--- config.mk ---
export PLATFORM = sky130hd
export DESIGN_NAME = decode_issue
export DESIGN_NICKNAME = d
export VERILOG_FILES = /design/src/rtl/cpu_pkg.sv /design/src/rtl/reg_file.sv /design/src/rtl/decode_issue.sv
export SDC_FILE = /design/constraint.sdc
export NUM_CORES = 1
export LEC_CHECK = 0
export ABC_AREA = 1
export CAP_MARGIN = 20
export CELL_PAD_IN_SITES_DETAIL_PLACEMENT = 0
export CELL_PAD_IN_SITES_GLOBAL_PLACEMENT = 1
export CORE_MARGIN = 2
export CORE_UTILIZATION = 45
export CTS_CLUSTER_SIZE = 40
export DETAILED_ROUTE_END_ITERATION = 8
export DONT_BUFFER_PORTS = 1
export PLACE_DENSITY_LB_ADDON = 0.1
export REMOVE_ABC_BUFFERS = 1
export SLEW_MARGIN = 5
export SYNTH_ARGS = -nofsm -noshare
export SYNTH_HDL_FRONTEND = slang
export SYNTH_SLANG_ARGS = --single-unit
--- constraint.sdc ---
create_clock -name CLK -period 1.8 [get_ports CLK]
set_clock_uncertainty 0.2 [all_clocks]
set_input_delay 0.18 -clock CLK [delete_from_list [all_inputs] [get_ports CLK]]
set_output_delay 0.18 -clock CLK [all_outputs]
set_load 0.02 [all_outputs]
--- src/rtl/cpu_pkg.sv ---
// -----------------------------------------------------------------------------
// cpu_pkg
// Shared definitions for the 8-bit pipelined CPU:
//   - opcode encodings OP_NOP..OP_BR
//   - bit positions of the 16-bit instruction word fields
//   - decoded-instruction struct and decode helper
//   - register-use helpers writes_rd / reads_rs1 / reads_rs2
// -----------------------------------------------------------------------------
package cpu_pkg;

  localparam logic [2:0] OP_NOP = 3'b000;
  localparam logic [2:0] OP_ADD = 3'b001;
  localparam logic [2:0] OP_SUB = 3'b010;
  localparam logic [2:0] OP_AND = 3'b011;
  localparam logic [2:0] OP_NOT = 3'b100;
  localparam logic [2:0] OP_OR  = 3'b101;
  localparam logic [2:0] OP_EQ  = 3'b110;
  localparam logic [2:0] OP_BR  = 3'b111;

  localparam int OPC_MSB = 15;
  localparam int OPC_LSB = 13;
  localparam int RD_MSB  = 12;
  localparam int RD_LSB  = 11;
  localparam int RS1_MSB = 10;
  localparam int RS1_LSB = 9;
  localparam int RS2_MSB = 8;
  localparam int RS2_LSB = 7;
  localparam int RSV_BIT = 6;
  localparam int TGT_MSB = 5;
  localparam int TGT_LSB = 0;

  typedef struct packed {
    logic [2:0] op;
    logic [1:0] rd;
    logic [1:0] rs1;
    logic [1:0] rs2;
    logic [5:0] tgt;
  } dec_t;

  // Split an instruction word into its fields; the reserved bit is dropped.
  function automatic dec_t decode(input logic [15:0] word);
    dec_t d;
    d.op  = word[OPC_MSB:OPC_LSB];
    d.rd  = word[RD_MSB:RD_LSB];
    d.rs1 = word[RS1_MSB:RS1_LSB];
    d.rs2 = word[RS2_MSB:RS2_LSB];
    d.tgt = word[TGT_MSB:TGT_LSB];
    return d;
  endfunction

  // Every opcode except NOP and BR produces a register result.
  function automatic logic writes_rd(input logic [2:0] op);
    case (op)
      OP_NOP, OP_BR: return 1'b0;
      default:       return 1'b1;
    endcase
  endfunction

  function automatic logic reads_rs1(input logic [2:0] op);
    case (op)
      OP_ADD, OP_SUB, OP_AND, OP_NOT, OP_OR, OP_EQ: return 1'b1;
      default:                                      return 1'b0;
    endcase
  endfunction

  // NOT is the only ALU op with a single source.
  function automatic logic reads_rs2(input logic [2:0] op);
    case (op)
      OP_ADD, OP_SUB, OP_AND, OP_OR, OP_EQ: return 1'b1;
      default:                              return 1'b0;
    endcase
  endfunction

endpackage

--- src/rtl/reg_file.sv ---
// -----------------------------------------------------------------------------
// reg_file
// 4 x 8-bit register file: two asynchronous read ports, one synchronous write
// port, asynchronous active-low clear of every entry.
// Ports:
//   i_clk, i_rst_n        clock / async active-low clear
//   i_we, i_waddr, i_wdata write port (sampled on rising edge)
//   i_raddr1/o_rdata1     read port 1 (combinational)
//   i_raddr2/o_rdata2     read port 2 (combinational)
// -----------------------------------------------------------------------------
module reg_file (
  input  logic       i_clk,
  input  logic       i_rst_n,
  input  logic       i_we,
  input  logic [1:0] i_waddr,
  input  logic [7:0] i_wdata,
  input  logic [1:0] i_raddr1,
  input  logic [1:0] i_raddr2,
  output logic [7:0] o_rdata1,
  output logic [7:0] o_rdata2
);

  logic [7:0] r_mem [4];

  // Register storage with async clear and single write port.
  always_ff @(posedge i_clk or negedge i_rst_n) begin
    if (!i_rst_n) begin
      for (int i = 0; i < 4; i++) begin
        r_mem[i] <= 8'd0;
      end
    end else if (i_we) begin
      r_mem[i_waddr] <= i_wdata;
    end else begin
      r_mem[i_waddr] <= r_mem[i_waddr];
    end
  end

  assign o_rdata1 = r_mem[i_raddr1];
  assign o_rdata2 = r_mem[i_raddr2];

endmodule

--- src/rtl/decode_issue.sv ---
// -----------------------------------------------------------------------------
// decode_issue
// Decode/issue stage of the 8-bit CPU. Owns the 6-bit PC and the register
// file, decodes one 16-bit word per cycle into registered ALU inputs, writes
// back ALU results, forwards the in-flight result, interlocks distance-1
// dependences and resolves branches one edge after BR issues.
// Ports:
//   CLK, RST_N            clock / async active-low reset
//   imem_addr             instruction address (= PC)
//   imem_data, imem_valid instruction word and its valid flag
//   alu_out               registered ALU result of the previously issued op
//   branch_flag           ALU branch indicator (monitor only)
//   A, B, instr           registered operands and opcode to the ALU
//   branch_addr           registered branch target to the ALU
// -----------------------------------------------------------------------------
module decode_issue
  import cpu_pkg::*;
#(
  parameter logic [5:0] RESET_PC = 6'd0
) (
  input  logic        CLK,
  input  logic        RST_N,
  output logic [5:0]  imem_addr,
  input  logic [15:0] imem_data,
  input  logic        imem_valid,
  input  logic [7:0]  alu_out,
  input  logic        branch_flag,
  output logic [7:0]  A,
  output logic [7:0]  B,
  output logic [2:0]  instr,
  output logic [5:0]  branch_addr
);

  logic [5:0] r_pc;
  logic [2:0] r_instr;
  logic [7:0] r_a;
  logic [7:0] r_b;
  logic [5:0] r_br_addr;
  logic [1:0] r_iss_rd;
  logic [2:0] r_prv_op;
  logic [1:0] r_prv_rd;

  dec_t       w_dec;
  logic [7:0] w_rf_rd1;
  logic [7:0] w_rf_rd2;
  logic [7:0] w_opa;
  logic [7:0] w_opb;
  logic       w_wb_en;
  logic       w_hazard;
  logic       w_resolve;
  logic       w_taken;
  logic       w_issue;
  logic       w_unused;

  assign w_dec   = decode(imem_data);
  assign w_wb_en = writes_rd(r_prv_op);

  // The ALU flag and reserved instruction bit carry no meaning for this stage.
  assign w_unused = branch_flag ^ imem_data[RSV_BIT];

  reg_file u_rf (
    .i_clk    (CLK),
    .i_rst_n  (RST_N),
    .i_we     (w_wb_en),
    .i_waddr  (r_prv_rd),
    .i_wdata  (alu_out),
    .i_raddr1 (w_dec.rs1),
    .i_raddr2 (w_dec.rs2),
    .o_rdata1 (w_rf_rd1),
    .o_rdata2 (w_rf_rd2)
  );

  // Operand select: the result on alu_out is newer than rf (its writeback is
  // this same edge), so it wins on a match. Unread operands are driven 0.
  always_comb begin
    w_opa = 8'd0;
    w_opb = 8'd0;
    if (reads_rs1(w_dec.op)) begin
      if (w_wb_en && (w_dec.rs1 == r_prv_rd)) begin
        w_opa = alu_out;
      end else begin
        w_opa = w_rf_rd1;
      end
    end else begin
      w_opa = 8'd0;
    end
    if (reads_rs2(w_dec.op)) begin
      if (w_wb_en && (w_dec.rs2 == r_prv_rd)) begin
        w_opb = alu_out;
      end else begin
        w_opb = w_rf_rd2;
      end
    end else begin
      w_opb = 8'd0;
    end
  end

  // Distance-1 dependence: the producer's result is not on alu_out yet.
  assign w_hazard = writes_rd(r_instr) &&
                    ((reads_rs1(w_dec.op) && (w_dec.rs1 == r_iss_rd)) ||
                     (reads_rs2(w_dec.op) && (w_dec.rs2 == r_iss_rd)));

  // While BR sits in instr, alu_out holds the result of the op before it.
  assign w_resolve = (r_instr == OP_BR);
  assign w_taken   = (r_prv_op == OP_EQ) && alu_out[0];
  assign w_issue   = !w_resolve && imem_valid && !w_hazard;

  // Issue registers, delay-slot tracking and PC update.
  always_ff @(posedge CLK or negedge RST_N) begin
    if (!RST_N) begin
      r_pc      <= RESET_PC;
      r_instr   <= OP_NOP;
      r_a       <= 8'd0;
      r_b       <= 8'd0;
      r_br_addr <= 6'd0;
      r_iss_rd  <= 2'd0;
      r_prv_op  <= OP_NOP;
      r_prv_rd  <= 2'd0;
    end else begin
      r_prv_op <= r_instr;
      r_prv_rd <= r_iss_rd;
      if (w_issue) begin
        r_instr   <= w_dec.op;
        r_a       <= w_opa;
        r_b       <= w_opb;
        r_br_addr <= (w_dec.op == OP_BR) ? w_dec.tgt : 6'd0;
        r_iss_rd  <= writes_rd(w_dec.op) ? w_dec.rd : 2'd0;
        r_pc      <= r_pc + 6'd1;
      end else begin
        r_instr   <= OP_NOP;
        r_a       <= 8'd0;
        r_b       <= 8'd0;
        r_br_addr <= 6'd0;
        r_iss_rd  <= 2'd0;
        // Not-taken BR leaves the PC already pointing past the branch.
        if (w_resolve && w_taken) begin
          r_pc <= r_br_addr;
        end else begin
          r_pc <= r_pc;
        end
      end
    end
  end

  assign imem_addr   = r_pc;
  assign instr       = r_instr;
  assign A           = r_a;
  assign B           = r_b;
  assign branch_addr = r_br_addr;

endmodule

==> Word-level counts from Yosys, hierarchy flattened <==
Cells that the tools add are included.
{ "totals": {"register_bits": 70} }
{ "classes": {"n_mux": 33, "addsub": 1, "n_eq_ne": 14, "n_reduce_logical": 22, "n_lt_le_gt_ge": 4, "bitwise": 3} }
{ "op_table": {"columns": ["operator", "n"], "rows": [
  ["$mux 8", 13],
  ["$bwmux 32", 2],
  ["$bmux 8 s2", 3],
  ["$mux 32", 1],
  ["$mux 6", 4],
  ["$eq 3x3->1 const B", 7],
  ["$demux 8 s2", 1],
  ["$logic_and 1x1->1", 10],
  ["$ge 3x3->1 const B", 3],
  ["$logic_not 3->1", 3],
  ["$not 2->3", 3],
  ["$eq 2x2->1", 4],
  ["$add 6x1->6 const B", 1],
  ["$eq 3x2->1 const B", 2],
  ["$mux 1", 6],
  ["$reduce_or 2->1", 3],
  ["$reduce_or 6->1", 1],
  ["$reduce_or 5->1", 1],
  ["$mux 2", 2],
  ["$eq 3x1->1 const B", 1],
  ["$lt 3x1->1 const B", 1],
  ["$mux 3", 1],
  ["$logic_not 1->1", 2],
  ["$reduce_bool 2->1", 1],
  ["$logic_or 1x1->1", 1]
]} }

==> Longest topological paths before layout <==
{ "logic_depth": {"word_depth": 11, "ltp_mapped": 13, "ltp_nobuf": 11} }

==> Modules after synthesis <==
A second synthesis with hierarchy kept.
{ "unflattened": {"hier_cells": 572, "hier_area_um2": 4190.3} }
{ "modules_own_cells": {"columns": ["mod", "n_inst", "cells_per_inst", "area_each_um2", "seq_area_each_um2"], "rows": [
  ["reg_file", 1, 341, 2255.9, 800.8],
  ["decode_issue", 1, 231, 1934.4, 950.9]
]} }

==> Worst setup path after synthesis <==
No wires, ideal clock.
{ "synth_path": {"path_kind": "flip-flop to flip-flop", "from": "register r_instr[0], in the netlist instr[0]", "to": "register r_pc[2], in the netlist imem_addr[2]", "arrival_time_ns": 1.307, "stages_incl_launch_ff": 7, "setup_time_ns": 0.118, "path_buffers": 1, "period_less_slack_ns": 1.625, "path_slack_ns": 0.175, "cell_sequence": "dfrtp_1 > or3_1 > nand2_4 > buf_4 > nand3_1 > nand2_1 > nand2_1"} }
{ "synth_between": {"elab_chain_len": 7} }
{ "synth_rtl": {"columns": ["element", "line_no", "rtl"], "rows": [
  ["start, declared", "decode_issue.sv:35", "logic [2:0] r_instr;"],
  ["start signal, assigned", "decode_issue.sv:123", "r_instr <= w_dec.op;"],
  ["$eq 3x3->1 / $logic_not 3->1 (equally long branches)", "cpu_pkg.sv:53, decode_issue.sv:104", null],
  ["$reduce_or 2->1", "cpu_pkg.sv:53", "case (op)"],
  ["$mux 1", "cpu_pkg.sv:53", null],
  ["$logic_and 1x1->1", "decode_issue.sv:99", "assign w_hazard = writes_rd(r_instr) &&"],
  ["$logic_not 1->1", "decode_issue.sv:106", "assign w_issue = !w_resolve && imem_valid && !w_hazard;"],
  ["$logic_and 1x1->1", "decode_issue.sv:106", null],
  ["$mux 6 / $reduce_bool 2->1 (equally long branches)", null, null],
  ["end signal, assigned", "decode_issue.sv:128", "r_pc <= r_pc + 6'd1;"],
  ["end signal, assigned", "decode_issue.sv:137", "r_pc <= r_br_addr;"],
  ["end signal, assigned", "decode_issue.sv:139", "r_pc <= r_pc;"],
  ["end, declared", "decode_issue.sv:34", "logic [5:0] r_pc;"]
]} }
Parallel ways exist; a longest one is shown, timed or not.
A chain may end at the register's enable or synchronous reset.

==> Final worst setup path <==
{ "layout_path": {"from": "register r_prv_op[1]", "to": "register u_rf.r_mem[3] (netlist name)"} }
{ "layout_between": {"elab_chain_len": 3} }
{ "layout_rtl": {"columns": ["element", "line_no", "rtl"], "rows": [
  ["start, declared", "decode_issue.sv:40", "logic [2:0] r_prv_op;"],
  ["start signal, assigned", "decode_issue.sv:120", "r_prv_op <= r_instr;"],
  ["$eq 3x3->1 / $logic_not 3->1 (equally long branches)", "cpu_pkg.sv:53", null],
  ["$reduce_or 2->1 (*)", "cpu_pkg.sv:53", null],
  ["$mux 32 (*)", "reg_file.sv:31", "end else if (i_we) begin"],
  ["end signal, assigned by index", "reg_file.sv:32", "r_mem[i_waddr] <= i_wdata;"],
  ["end signal, assigned by index", "reg_file.sv:34", "r_mem[i_waddr] <= r_mem[i_waddr];"],
  ["end, declared", "reg_file.sv:23", "logic [7:0] r_mem [4];"]
]} }
Every way passes the cells marked *; elsewhere a longest branch is shown, timed or not.

==> summary.md <==
| Metric | Value |
|---|---|
| Status | `finished, violations left` |
| Failing checks | `hold timing` |
| Int Pwr | `3.28 mW` |
| Die area | `0.00912 sq mm` |
| Largest net degree at the start of global routing | `71` |
| Final Util | `54.6%` |
| Fin crit period | `1730 ps` |
| Logic gate share of total power | `26.0%` |
| Fin area | `0.00447 sq mm` |
| Site row count | `33` |
| Avg Synthesized Cell Area | `7.75 sq um` |
| Initial Utilization | `46.1%` |
| Cell with the most instances after synthesis | `nand2_1` |
| Highest metal used | `met4` |
| DRC | `0` |
| Die width | `95.5 microns` |
| Htree depth | `3` |
| Share of layout cells above drive strength 1 | `15.5%` |
| Yosys reg bits | `70` |
| # diodes | `0` |
| Worst-path clk slew | `90 ps` |
| Die H | `95.5 microns` |
| CTS Buf Count | `9` |
| Switching power total | `1.85 mW` |
| Cell taking the most area after synthesis | `dfrtp_1` |
| CP required | `1820 ps` |
| Wl on met1 | `4.69 mm` |
| CP Launch Type | `flop` |
| 1st-pass router iterations | `4` |
| # IOs | `59` |
| WS Path Type | `reg -> reg` |
| CTS tree | `done` |
| Leakage | `2.11 nW` |
| Clock Path Buffers | `2` |
| Met2 WL post-DR | `5.37 mm` |
| Top-area cell type share of the netlist area | `46.5%` |
| Slowest-stage cell, CP | `dfrtp_1` |
| Cts hold-fix bufs | `23` |
| Cell area power density | `1150 mW/mm^2` |
| DP Wirelength | `6.84 mm` |
| Sw Share | `36.1%` |
| CTS root buf | `clkbuf_8` |
| Crit path DAT | `1750 ps` |
| CP Cell Sequence | `o21bai_1, nand2_1, inv_4, nand2_1, o22ai_1, o21ai_0` |
| Core Region | `0.00818 sq mm` |
| Vias per cell | `5.41` |
| First-pass GRT wire length | `17.2 mm` |
| Register area | `0.00175 sq mm` |
| Ys async rst share | `100%` |
| Routed len/inst | `17.2 microns` |
| CP delay by family, top | `compound AO/OA/AOI/OAI gates` |
| Setup violators final | `0` |
| Unrepaired setup endpoints after global routing | `true` |
| Final WL | `10.9 mm` |
| Layout net count | `554` |
| Synthesized area | `0.00377 sq mm` |
| Critical path endpoint category | `flop` |
| Commonest cells post-synth | `156 x nand2_1, 70 x dfrtp_1, 49 x o21ai_0` |
| Ys flop type | `dfrtp_1` |
| Flop pwr share | `46.1%` |
| Peak VDD IR | `567 uV` |
| Grt total ovfl | `0` |
| GPL Wtd Cong | `0.775` |
| Initial antenna violation count | `0` |
| Worst Path Buf+Inv | `1` |
| Slew Viols, Final | `0` |
| Worst Hold Slack | `-692 ps` |
| Worst path max stage delay | `380 ps` |
| Vias in the first global route | `3,353` |
| Clock share of power | `28.0%` |
| Number of enable flip-flop cells after synthesis | `0` |
| Worst Tran Pin Value | `682 ps` |
| Synth top area cells | `dfrtp_1 46%, nand2_1 16%, o21ai_0 6.5%` |
| Fmax | `0.578 GHz` |
| Final hold vios | `71` |
| Min-delay worst type | `in -> async` |
| Initial DRC Count | `227` |
| Placed cell area | `0.00399 sq mm` |
| Port-buffer cells | `0` |
| Synth Instances | `486` |
| Final period util | `96.1%` |
| Vias | `3,436` |
| Normalized max-slew margin | `54.4%` |
| Sink Count | `70` |
| Critical path fanouts, max | `16` |
| Max cap viols | `0` |
| Most frequent CP cell | `nand2_1` |
| Clk_lat worst skew | `360 ps` |
| Synth unique cells | `32` |
| Post-synthesis sequential area ratio | `46.5%` |
| Final antenna-violating net count | `0` |
| Area of the multi-input gates | `0.00177 sq mm` |
| Tot Pwr | `5.12 mW` |
| WL met3 | `666 microns` |
| Layout area overhead | `18.5%` |
| Synth Warn # | `0` |
| GR Util All Layers | `25.5%` |
| # fillers | `775` |
-- logic make-up (layout without fill, tap and decap cells) --
| logic type | count (synthesis) | count (layout) | synth area share (%) |
|---|---|---|---|
| adder cells (fa/ha/maj) | 1 | 1 | 0.332 |
| flip-flops | 70 | 70 | 46.5 |
| buffers and inverters | 54 | 98 | 6.97 |
| AND/OR/NAND/NOR | 244 | 244 | 28.7 |
| XOR/XNOR | 4 | 4 | 0.930 |
| AO/OA/AOI/OAI | 113 | 113 | 16.6 |
-- per-stage QoR --
| step | cells | worst slack (ps) | TNS (ps) |
|---|---|---|---|
| 3_5_place_dp | 595 | -13.7 | -15.7 |
| 3_3_place_gp | 595 | 37.3 | 0 |
| 2_1_floorplan | 462 | 88.4 | 0 |
| 4_1_cts | 634 | 21.2 | 0 |
| 5_1_grt | 635 | -38.9 | -368 |
| 6_report | 635 | 69.9 | 0 |
-- metal layers --
layer | global-route usage (%) | vias up
met5 | 0 | -
met4 | 11.7 | 0
met3 | 4.82 | 19
met2 | 44.0 | 100
met1 | 30.9 | 1630
li1 | - | 1687
-- repair_timing --
action,in CTS,in global routing
resized for setup,2,6
hold endpoints to repair,129,70
endpoints found under the setup margin,3,32
cloned,0,0
setup buffers,0,1
-- power groups by stage --
stage	combinational, mW	clock, mW	sequential [mW]
2_1_floorplan	0.900	0	2.32
3_3_place_gp	1.22	0	2.37
3_5_place_dp	1.25	0	2.38
4_1_cts	1.32	1.46	2.35
5_1_grt	1.52	1.51	2.41
6_report	1.33	1.43	2.36
-- worst register-to-register path, cell delays in order (launching register included) --
cell	delay [ps]
dfrtp_1	380
o21bai_1	130
nand2_1	170
inv_4	220
nand2_1	90
o22ai_1	270
o21ai_0	130
-- placed cells by master, fill, tap and decap left out, types with 10 or more instances in the layout --
master           n
a21oi_1         29
buf_4           27
dfrtp_1         68
dlygate4sd3_1   23
inv_1           20
nand2_1        156
nand3_1         34
nor2_1          29
nor3_2          10
o211ai_1        13
o21ai_0         47
o21ai_1         15
-- flip-flops by register name, summed over array words and instances, names as in the netlist --
signal,count
u_rf.r_mem,32
A,8
B,8
branch_addr,6
imem_addr,6
instr,3
r_prv_op,3
r_iss_rd,2
r_prv_rd,2
-- final cells by class --
cell class              count  area share [%]
well taps                 105            2.94
flip-flops and latches     70            39.3
multi-input cells         362            39.6
clock buffers               9            2.77
inverters                  30            2.63
clock inverters             7            2.19
repair buffers             52            10.6
-- final timing paths --
kind / from / endpoint / slack, ps / depth (start not counted)
worst min register to register: r_iss_rd[1] / r_prv_rd[1] / 240 / 0
worst min-delay path: RST_N / A[4] / -690 / 0
worst max register to register: r_prv_op[1] / u_rf.r_mem[3] / 70 / 6
max in group asynchronous: RST_N / u_rf.r_mem[8] / 1980 / 0
min in group CLK: imem_data[10] / A[5] / 0 / 4
worst max-delay path: r_prv_op[1] / u_rf.r_mem[3] / 70 / 6
Note: power is estimated with default switching activity, not from simulation.
